==> config.mk <==
export PLATFORM = sky130hd
export DESIGN_NAME = vxe_txnres_status_arb
export DESIGN_NICKNAME = d
export VERILOG_FILES = /design/src/rtl/vxe_txnres_status_arb_pkg.sv /design/src/rtl/vxe_txnres_fifo.sv /design/src/rtl/vxe_txnres_status_arb.sv
export SDC_FILE = /design/constraint.sdc
export NUM_CORES = 1
export LEC_CHECK = 0
export CORE_MARGIN = 2
export CORE_UTILIZATION = 50
export DETAILED_ROUTE_END_ITERATION = 12
export GPL_TIMING_DRIVEN = 0
export PLACE_DENSITY = 0.86
export SETUP_SLACK_MARGIN = 0.15
export SYNTH_ARGS = -nofsm -noshare
export SYNTH_HDL_FRONTEND = slang
export SYNTH_SLANG_ARGS = --single-unit
==> constraint.sdc <==
create_clock -name clk -period 3.25 [get_ports clk]
set_clock_uncertainty 0.15 [all_clocks]
set_input_delay 0.65 -clock clk [delete_from_list [all_inputs] [get_ports clk]]
set_output_delay 0.65 -clock clk [all_outputs]
set_load 0.1 [all_outputs]
==> src/rtl/vxe_txnres_status_arb_pkg.sv <==
// rtl/vxe_txnres_status_arb_pkg.sv - shared err codes, status vector field offsets and clog2
package vxe_txnres_status_arb_pkg;

   // Response error codes; anything other than ERR_OK is an error
   typedef enum logic [1:0] {
      ERR_OK   = 2'b00,
      ERR_EXOK = 2'b01,
      ERR_SLV  = 2'b10,
      ERR_DEC  = 2'b11
   } txn_err_e;

   // Field offsets inside the {txnid, rnw, err} status vector
   localparam int ERR_LSB   = 0;
   localparam int ERR_W     = 2;
   localparam int RNW_BIT   = 2;
   localparam int TXNID_LSB = 3;

   // Ceiling log2 for sizing pointers and counters
   function automatic int clog2(input int value);
      int r;
      r = 0;
      while ((1 << r) < value) r++;
      return r;
   endfunction

endpackage

==> src/rtl/vxe_txnres_fifo.sv <==
// rtl/vxe_txnres_fifo.sv - generic sync FIFO with registered head and full/empty flags
module vxe_txnres_fifo
   import vxe_txnres_status_arb_pkg::*;
#(
   parameter int WIDTH = 9,
   parameter int DEPTH = 4
) (
   input  logic             clk,
   input  logic             rst,
   input  logic             push_i,
   input  logic [WIDTH-1:0] wdata_i,
   input  logic             pop_i,
   output logic [WIDTH-1:0] rdata_o,
   output logic             full_o,
   output logic             empty_o
);

   localparam int AW = clog2(DEPTH);
   localparam int CW = AW + 1;

   logic [WIDTH-1:0] mem_q [DEPTH];
   logic [AW-1:0]    wr_ptr_q, wr_ptr_d;
   logic [AW-1:0]    rd_ptr_q, rd_ptr_d;
   logic [CW-1:0]    count_q, count_d;
   logic [WIDTH-1:0] head_q, head_d;
   logic             valid_q, valid_d;
   logic             do_push, do_pop;

   assign full_o  = (count_q == CW'(DEPTH));
   assign empty_o = ~valid_q;
   assign rdata_o = head_q;
   assign do_push = push_i & ~full_o;
   assign do_pop  = pop_i & valid_q;

   // Next pointers, occupancy and head; a push into the slot that becomes head bypasses the array
   always_comb begin
      wr_ptr_d = wr_ptr_q;
      rd_ptr_d = rd_ptr_q;
      count_d  = count_q;
      head_d   = head_q;
      if (do_push) wr_ptr_d = wr_ptr_q + AW'(1);
      if (do_pop)  rd_ptr_d = rd_ptr_q + AW'(1);
      case ({do_push, do_pop})
         2'b10:   count_d = count_q + CW'(1);
         2'b01:   count_d = count_q - CW'(1);
         default: count_d = count_q;
      endcase
      valid_d = (count_d != '0);
      if (valid_d) begin
         head_d = (do_push && (wr_ptr_q == rd_ptr_d)) ? wdata_i : mem_q[rd_ptr_d];
      end
   end

   // Control and head registers
   always_ff @(posedge clk) begin
      if (rst) begin
         wr_ptr_q <= '0;
         rd_ptr_q <= '0;
         count_q  <= '0;
         head_q   <= '0;
         valid_q  <= 1'b0;
      end else begin
         wr_ptr_q <= wr_ptr_d;
         rd_ptr_q <= rd_ptr_d;
         count_q  <= count_d;
         head_q   <= head_d;
         valid_q  <= valid_d;
      end
   end

   // Storage array, not reset: contents are qualified by the count
   always_ff @(posedge clk) begin
      if (do_push) mem_q[wr_ptr_q] <= wdata_i;
   end

endmodule

==> src/rtl/vxe_txnres_status_arb.sv <==
// rtl/vxe_txnres_status_arb.sv - round-robin status packer/arbiter; VXE_TXNRES_ERRCNT_EN adds an error counter
module vxe_txnres_status_arb
   import vxe_txnres_status_arb_pkg::*;
#(
   parameter int TXNID_W = 6,
   parameter int NCH     = 2,
   parameter int DEPTH   = 4
) (
   input  logic                   clk,
   input  logic                   rst,
   input  logic [NCH*TXNID_W-1:0] i_txnid,
   input  logic [NCH-1:0]         i_rnw,
   input  logic [NCH*2-1:0]       i_err,
   input  logic [NCH-1:0]         i_valid,
   output logic [NCH-1:0]         o_rdy,
   output logic [TXNID_W+2:0]     o_res_vec_txn,
   output logic                   o_valid,
   input  logic                   i_rdy
`ifdef VXE_TXNRES_ERRCNT_EN
   ,
   input  logic                   i_errcnt_clr,
   output logic [15:0]            o_errcnt
`endif
);

   localparam int VW = TXNID_W + 3;
   localparam int RW = (NCH > 1) ? clog2(NCH) : 1;

   logic [RW-1:0]      rr_q, rr_d, gnt_idx;
   logic               gnt_found;
   logic               fifo_full, fifo_empty;
   logic               push;
   logic [NCH-1:0]     rdy_c;
   logic [TXNID_W-1:0] sel_txnid;
   logic               sel_rnw;
   logic [1:0]         sel_err;
   logic [VW-1:0]      push_vec;

   // First valid channel searching upward from the rr pointer with wrap
   always_comb begin
      gnt_found = 1'b0;
      gnt_idx   = '0;
      for (int off = 0; off < NCH; off++) begin
         for (int k = 0; k < NCH; k++) begin
            if (!gnt_found && i_valid[k] && (((int'(rr_q) + off) % NCH) == k)) begin
               gnt_found = 1'b1;
               gnt_idx   = RW'(k);
            end
         end
      end
   end

   // Accept strobe and data mux for the granted channel; nothing is accepted while full
   always_comb begin
      rdy_c     = '0;
      sel_txnid = '0;
      sel_rnw   = 1'b0;
      sel_err   = '0;
      for (int k = 0; k < NCH; k++) begin
         if (gnt_idx == RW'(k)) begin
            sel_txnid = i_txnid[k*TXNID_W +: TXNID_W];
            sel_rnw   = i_rnw[k];
            sel_err   = i_err[2*k +: 2];
            rdy_c[k]  = gnt_found & ~fifo_full;
         end
      end
   end

   // Pack {txnid, rnw, err}; err passes through unmodified
   always_comb begin
      push_vec                         = '0;
      push_vec[TXNID_LSB +: TXNID_W]   = sel_txnid;
      push_vec[RNW_BIT]                = sel_rnw;
      push_vec[ERR_LSB +: ERR_W]       = sel_err;
   end

   assign push  = |rdy_c;
   assign o_rdy = rdy_c;

   // Pointer moves past the winner; holds without a grant
   always_comb begin
      rr_d = rr_q;
      if (push) rr_d = (int'(gnt_idx) == NCH - 1) ? '0 : gnt_idx + RW'(1);
   end

   // Round-robin pointer register
   always_ff @(posedge clk) begin
      if (rst) rr_q <= '0;
      else     rr_q <= rr_d;
   end

   vxe_txnres_fifo #(
      .WIDTH (VW),
      .DEPTH (DEPTH)
   ) u_fifo (
      .clk     (clk),
      .rst     (rst),
      .push_i  (push),
      .wdata_i (push_vec),
      .pop_i   (i_rdy),
      .rdata_o (o_res_vec_txn),
      .full_o  (fifo_full),
      .empty_o (fifo_empty)
   );

   assign o_valid = ~fifo_empty;

`ifdef VXE_TXNRES_ERRCNT_EN
   logic [15:0] errcnt_q, errcnt_d;

   // Saturating count of accepted error responses; clear wins over an increment
   always_comb begin
      errcnt_d = errcnt_q;
      if (i_errcnt_clr) errcnt_d = '0;
      else if (push && (sel_err != ERR_OK) && (errcnt_q != 16'hFFFF)) errcnt_d = errcnt_q + 16'd1;
   end

   // Error counter register
   always_ff @(posedge clk) begin
      if (rst) errcnt_q <= '0;
      else     errcnt_q <= errcnt_d;
   end

   assign o_errcnt = errcnt_q;
`endif

endmodule

# Word-level counts from Yosys, hierarchy flattened

Memories as Yosys holds them, arrays and structs flattened. A register that Yosys moved wholly into a read port is not among the register bits.
Index checks and enable logic that the tools add are counted.

Register bits: 9
Bits in latches: 0
Bits in writable memories: 36
ROM bits: 0
Bits of input ports: 23
Memories: 1

$add $sub $neg: 6
$mul: 0
Div/mod/pow operators: 0
Magnitude comparators: 0
Equality and inequality tests: 4
Shifts and indexed selects: 0
Multiplexer cells: 17
Bitwise gates (word level): 5
Reductions and logical operators: 14

Memory list:

| memory       | depth | bits a word | read ports | clocked after Yosys merged registers in | write ports | RTL line              | source |
|---|---|---|---|---|---|---|---|
| u_fifo.mem_q | 4     | 9           | 1          | 1                                       | 1           | vxe_txnres_fifo.sv:21 | `logic [WIDTH-1:0] mem_q [DEPTH];` |

Operators with widths:

| cell                                                                | number |
|---|---|
| 32-bit logical NOT                                                  | 2 |
| 1-bit 2-to-1 mux                                                    | 13 |
| 1-bit logical AND                                                   | 7 |
| 6-bit 2-to-1 mux                                                    | 1 |
| 3-bit case mux with 2 select lines                                  | 1 |
| 2-bit by 1-bit adder with 2-bit output (second input constant)      | 2 |
| 2-bit == test (second input constant)                               | 2 |
| 2-bit 2-to-1 mux                                                    | 2 |
| 3-bit by 1-bit adder with 3-bit output (second input constant)      | 1 |
| 1-bit AND                                                           | 3 |
| 3-bit == test (second input constant)                               | 1 |
| 1-bit logical NOT                                                   | 3 |
| 3-bit nonzero test                                                  | 1 |
| 3-bit by 1-bit subtractor with 3-bit output (second input constant) | 1 |
| 1-bit adder (second input constant)                                 | 2 |
| 2-bit by 1-bit == test with 1-bit output (second input constant)    | 1 |
| 2-bit OR reduction                                                  | 1 |
| 1-bit AND (first input constant)                                    | 1 |
| 1-bit inverter                                                      | 1 |

# Depth between registers and ports, before layout

Gate-level depths: netlist of run 1.

Depth after elaboration: 22
Depth in mapped cells: 12
Mapped depth without buffers: 10

# By module

A second synthesis of run 1 with hierarchy kept.

Cells, all modules: 250
Area total of the unflattened synthesis: 2987.9 um^2

Modules (own cells, without submodules):

| module                | instances | cells each | area an instance (um^2) | seq. area each (um^2) |
|---|---|---|---|---|
| vxe_txnres_fifo       | 1         | 230        | 2806.4                  | 1421.4 |
| vxe_txnres_status_arb | 1         | 20         | 181.4                   | 20.0 |

# Worst setup path before layout of run 1

Ideal clock, no wire load.

Path type: input -> output
Start point: input port i_valid[1]
End point: output port o_rdy[1]
Arrival time: 2.630 ns
Required time: 2.450 ns
Slack: -0.180 ns
Stages: 5
Buffers on the path: 1
Path through: nor2_1 a21oi_1 clkbuf_1 inv_1 nor2_1

Cells in the longest elaborated chain, start to end: 13
Elaborated cells on any way between the ends: 16
Classes of those cells: 7 x mux; 1 x bitwise; 8 x reduce/logical

Ends and longest elaborated chain:

| what                           | RTL line                    | source |
|---|---|---|
| start: declaration             | vxe_txnres_status_arb.sv:14 | `input logic [NCH-1:0] i_valid,` |
| 1-bit logical AND (2 in a row) | vxe_txnres_status_arb.sv:45 | `if (!gnt_found && i_valid[k] && (((int'(rr_q) + off) % NCH) == k)) begin` |
| 1-bit 2-to-1 mux               | vxe_txnres_status_arb.sv:45 |  |
| 1-bit logical NOT              | vxe_txnres_status_arb.sv:45 |  |
| 1-bit logical AND (2 in a row) | vxe_txnres_status_arb.sv:45 |  |
| 1-bit 2-to-1 mux               | vxe_txnres_status_arb.sv:45 |  |
| 1-bit logical NOT              | vxe_txnres_status_arb.sv:45 |  |
| 1-bit logical AND (2 in a row) | vxe_txnres_status_arb.sv:45 |  |
| 1-bit 2-to-1 mux               | vxe_txnres_status_arb.sv:45 |  |
| 1-bit AND                      | vxe_txnres_status_arb.sv:64 | `rdy_c[k] = gnt_found & ~fifo_full;` |
| 1-bit 2-to-1 mux (*)           | vxe_txnres_status_arb.sv:60 | `if (gnt_idx == RW'(k)) begin` |
| end: declaration               | vxe_txnres_status_arb.sv:15 | `output logic [NCH-1:0] o_rdy,` |

Mark *: on every way between the ends. The rest lies on a longest branch, timed or not.

# Final worst setup path of run 1

Start point: input port i_valid[1]
End point: register u_fifo.head_q[2] (netlist: u_fifo.rdata_o[2]) (read register of u_fifo.mem_q)

Cells in the longest elaborated chain, start to end: 18
Elaborated cells on any way between the ends: 23
Classes of those cells: 2 x eq/ne; 9 x mux; 2 x bitwise; 10 x reduce/logical

Ends and longest elaborated chain:

| what                                                                             | RTL line                    | source |
|---|---|---|
| 1-bit logical AND (2 in a row)                                                   | vxe_txnres_status_arb.sv:45 |  |
| 1-bit 2-to-1 mux                                                                 | vxe_txnres_status_arb.sv:45 |  |
| 1-bit logical NOT                                                                | vxe_txnres_status_arb.sv:45 |  |
| 1-bit logical AND (2 in a row)                                                   | vxe_txnres_status_arb.sv:45 |  |
| 1-bit 2-to-1 mux                                                                 | vxe_txnres_status_arb.sv:45 |  |
| 1-bit logical NOT                                                                | vxe_txnres_status_arb.sv:45 |  |
| 1-bit logical AND (2 in a row)                                                   | vxe_txnres_status_arb.sv:45 |  |
| 1-bit 2-to-1 mux                                                                 | vxe_txnres_status_arb.sv:45 |  |
| 1-bit AND                                                                        | vxe_txnres_status_arb.sv:64 |  |
| 1-bit 2-to-1 mux                                                                 | vxe_txnres_status_arb.sv:60 |  |
| 2-bit OR reduction (*)                                                           | vxe_txnres_status_arb.sv:77 | `assign push = \|rdy_c;` |
| 1-bit AND (*)                                                                    | vxe_txnres_fifo.sv:32       | `assign do_push = push_i & ~full_o;` |
| 2-bit by 1-bit == test with 1-bit output / 2-bit == test (equally long branches) | vxe_txnres_fifo.sv:43       | `case ({do_push, do_pop})` |
| 3-bit case mux with 2 select lines (*)                                           | vxe_txnres_fifo.sv:43       |  |
| 3-bit nonzero test (*)                                                           | vxe_txnres_fifo.sv:48       | `valid_d = (count_d != '0);` |
| end: declaration                                                                 | vxe_txnres_fifo.sv:25       | `logic [WIDTH-1:0] head_q, head_d;` |

Marks and branches as above.
A chain may end at the register's enable or synchronous reset.

==> impl_metrics.json, run 1 <==
{
  "worstSetupStartpoint": "i_valid[1]",
  "ys.flop_type": "edfxtp_1",
  "gr-max-usage-layer": "met2",
  "p_total_mw": 2.88,
  "grt_start_max_net_pins": 17,
  "synth_area_um2": 2710,
  "critPathTopFamily": "buffers and inverters",
  "avgSynthCellArea_um2": 11.6,
  "synth_top_family_by_area": "compound AO/OA/AOI/OAI gates",
  "dieArea_um2": 6020,
  "reg2reg_depth": 11,
  "crit_required_ps": 3310,
  "cts_tree": "yes",
  "grt_util_met2_pct": 37.6,
  "dieWidth_um": 77.6,
  "dp.cells": 336,
  "design_area_um2": 3310,
  "grt_pass1_vias": 2113,
  "yosys_warnings": 0,
  "cts_buffers": 5,
  "grt.overflow.total": 0,
  "path_cells": "clkdlybuf4s50_1 -> nor2_1 -> a21oi_2 -> clkbuf_8 -> inv_1 -> ha_2 -> fa_2 -> nor2_1 -> a22o_1 -> and3b_1 -> buf_6 -> a32o_1",
  "place_hpwl_mm": 4.37,
  "htree_num_levels": 2,
  "critPathMaxFanout": 9,
  "boundaryPins": 35,
  "synth.distinct_cells": 41,
  "drc": 0,
  "antenna_found_initial": 0,
  "grt_pass1_wl_mm": 10.5,
  "slew_viol_final": 0,
  "place.gp.congestion": 0.810,
  "place_ws_ps": -766,
  "initial_core_util_pct": 52.4,
  "cts.clk_slew.worst_paths_ps": 90,
  "fmax_ghz": 0.326,
  "clock_tree.buffer_depth": 2,
  "reg2reg_from": "u_fifo.count_q[0]",
  "period_share_pct": 94.5,
  "coreArea_um2": 5170,
  "dpl_cell_area_um2": 3140,
  "yosys.area_share.xor_xnor_pct": 2.26,
  "path_class": "input port to register",
  "grt_usage_pct": 23.1,
  "leakage_nw": 1.20,
  "rows": 26,
  "area_growth_pct": 22.1,
  "timing_hold_violations_final": 0,
  "synth_edf_count": 36,
  "synthAdderAreaFrac_pct": 3.05,
  "syn-num-nets": 262,
  "startpoint_type": "input port",
  "fin_nets": 307,
  "status": "complete, no violations",
  "crit_end": "u_fifo.rdata_o[2]",
  "die-height_um": 77.6,
  "min_period_ps": 3070,
  "clk_latency_ps": 320,
  "crit_path_frequent_cell": "nor2_1",
  "place.port_buffers": 33,
  "viasPerCell": 6.10,
  "vdd_ir_drop_max_v": 0.000404,
  "wire_per_inst_um": 19.5,
  "final_cells": 349,
  "gr-usage-met1_pct": 28.3,
  "synth-simple-area-share_pct": 13.3,
  "path_depth": 12,
  "synthTopCellsByArea": "edfxtp_1 40%, dfxtp_1 13%, mux2_2 3.7%, mux2i_1 3.7%, and3_1 3.2%",
  "syn_inst": 233,
  "slowest_delay_ps": 530,
  "synth_mux_area_share_pct": 7.85,
  "drt_iter0_markers": 266,
  "reg2reg_slack_ps": 460,
  "drive_gt1_share_pct": 16.8,
  "firstDrtPassIters": 7,
  "ys_ff_latch": 54,
  "synth_compound_area_share_pct": 16.5,
  "critPathBufInv": 4,
  "nFillCells": 403,
  "cts_sinks": 54,
  "rsz0062_at_grt": "no",
  "p_per_area_nw_per_um2": 871,
  "cpMaxStageDelayCell": "fa_2",
  "ys_seq_area_share_pct": 53.2,
  "grtUsageMet3_pct": 5.00,
  "worstPathArrival_ps": 3130,
  "worstHoldPathType": "register to register",
  "fin_ws_ps": 179,
  "setup_viol": 0,
  "r2r_end": "u_fifo.rdata_o[2]",
  "drt-total-wl_mm": 6.80,
  "maxCapViolations": 0,
  "vias": 2130,
  "cts-root-buf": "clkbuf_8",
  "yosysTopAreaCell": "edfxtp_1",
  "worst_hold_slack_ps": 320,
  "drtAntennaViolNets": 0,
  "synth_top_area_share_pct": 39.9,
  "finalSetupTns_ps": 0,
  "crit_path_end_kind": "register",
  "tightest_slew_ps": 994,
  "async_flop_share_pct": 0,
  "fin_util_pct": 63.9,
  "insertedDiodeCount": 0,
  "slew_headroom_pct": 33.5
}
worst min path at each step:
stage	slack [ps]	startpoint	depth (start not counted)	to
floorplan	320	rr_q	2	rr_q
global placement	300	u_fifo.rdata_o[7]	1	u_fifo.rdata_o[7]
detailed placement	300	u_fifo.rdata_o[1]	1	u_fifo.rdata_o[1]
CTS	330	u_fifo.rdata_o[1]	1	u_fifo.rdata_o[1]
global route	350	u_fifo.rdata_o[8]	1	u_fifo.rdata_o[8]
finish	320	u_fifo.rdata_o[1]	1	u_fifo.rdata_o[1]
final cells by class:
class	count	area [um^2]	area share [%]
well taps	70	87.6	2.65
flip-flops and latches	54	1440	43.6
multi-input cells	156	1190	36.1
repair buffers	38	374	11.3
inverters	8	35.0	1.06
clock buffers	5	68.8	2.08
plain buffers	15	87.6	2.65
clock inverters	3	16.3	0.492
synth_stat cells, types with 3 or more instances:
| cell type | number |
|---|---|
| o2111ai_1 | 7 |
| dfxtp_1 | 18 |
| ha_1 | 5 |
| inv_1 | 7 |
| nor2_1 | 21 |
| nand2_1 | 11 |
| edfxtp_1 | 36 |
| xnor2_1 | 4 |
| clkbuf_1 | 7 |
| buf_2 | 6 |
| and3_1 | 14 |
| and2_1 | 5 |
| a32o_1 | 8 |
| o2bb2ai_1 | 7 |
| mux2i_1 | 10 |
| xor2_1 | 3 |
| o21ai_0 | 9 |
| a21oi_1 | 10 |
| nand2b_1 | 8 |
| mux2_2 | 9 |
where the power goes:
group          internal (mW)  switching, mW
clock network          0.148          0.225
logic                  0.509          0.978
registers              0.913          0.106
total                   1.57           1.31
worst reg2reg max path, stage by stage, from the launching register on:
cell,delay [ps]
dfxtp_1,430
nor2_1,110
a21oi_2,200
clkbuf_8,160
inv_1,60
ha_2,210
fa_2,540
nor2_1,40
a22o_1,220
and3b_1,210
buf_6,150
a32o_1,220
kinds of logic (layout without fill, tap and decap cells):
group,Yosys count,count (layout)
mux,20,20
flops,54,54
compound gates,55,55
fa+ha+maj,6,6
simple gates,68,68
buf+inv,23,69
xor+xnor,7,7
cell usage in the layout, fill, tap and decap left out, drive strengths merged, types with 4 or more instances in the layout:
cell           netlist  final
a21oi               11     11
a32o                 8      8
and2                 5      5
and3                14     14
buf                  8     15
clkbuf               7     12
clkdlybuf4s50        0     29
dfxtp               18     18
edfxtp              36     36
ha                   5      5
inv                  7      7
mux2                10     10
mux2i               10     10
nand2               12     12
nand2b               8      8
nor2                21     21
o2111ai              7      7
o21ai               11     11
o2bb2ai              7      7
xnor2                4      4
sequential cells by signal (all words and copies together) (netlist names):
name / cells
u_fifo.valid_q: 1
u_fifo.rdata_o: 9
u_fifo.wr_ptr_q: 2
u_fifo.mem_q: 36
rr_q: 1
u_fifo.rd_ptr_q: 2
u_fifo.count_q: 3
per-layer routing:
layer,vias to the layer above,wire [um]
met5,-,0
met4,0,129
met3,13,348
met2,102,3490
met1,1051,2830
li1,964,-
timing repair:
item	CTS	global route
buffers inserted	2	3
gates resized for setup	20	4
endpoints found under the setup margin	12	10
pin swaps	0	5
hold buffers	0	0
(Power assumes the default switching activity.)
==> run 2: changes to the inputs <==
--- a/config.mk
+++ b/config.mk
@@ -11,6 +11,7 @@
 export GPL_TIMING_DRIVEN = 0
 export PLACE_DENSITY = 0.86
 export SETUP_SLACK_MARGIN = 0.15
+export SLEW_MARGIN = 20
 export SYNTH_ARGS = -nofsm -noshare
 export SYNTH_HDL_FRONTEND = slang
 export SYNTH_SLANG_ARGS = --single-unit
==> results of run 2 <==
Same layout as run 1: the final DEF is identical, and so are final timing and power.
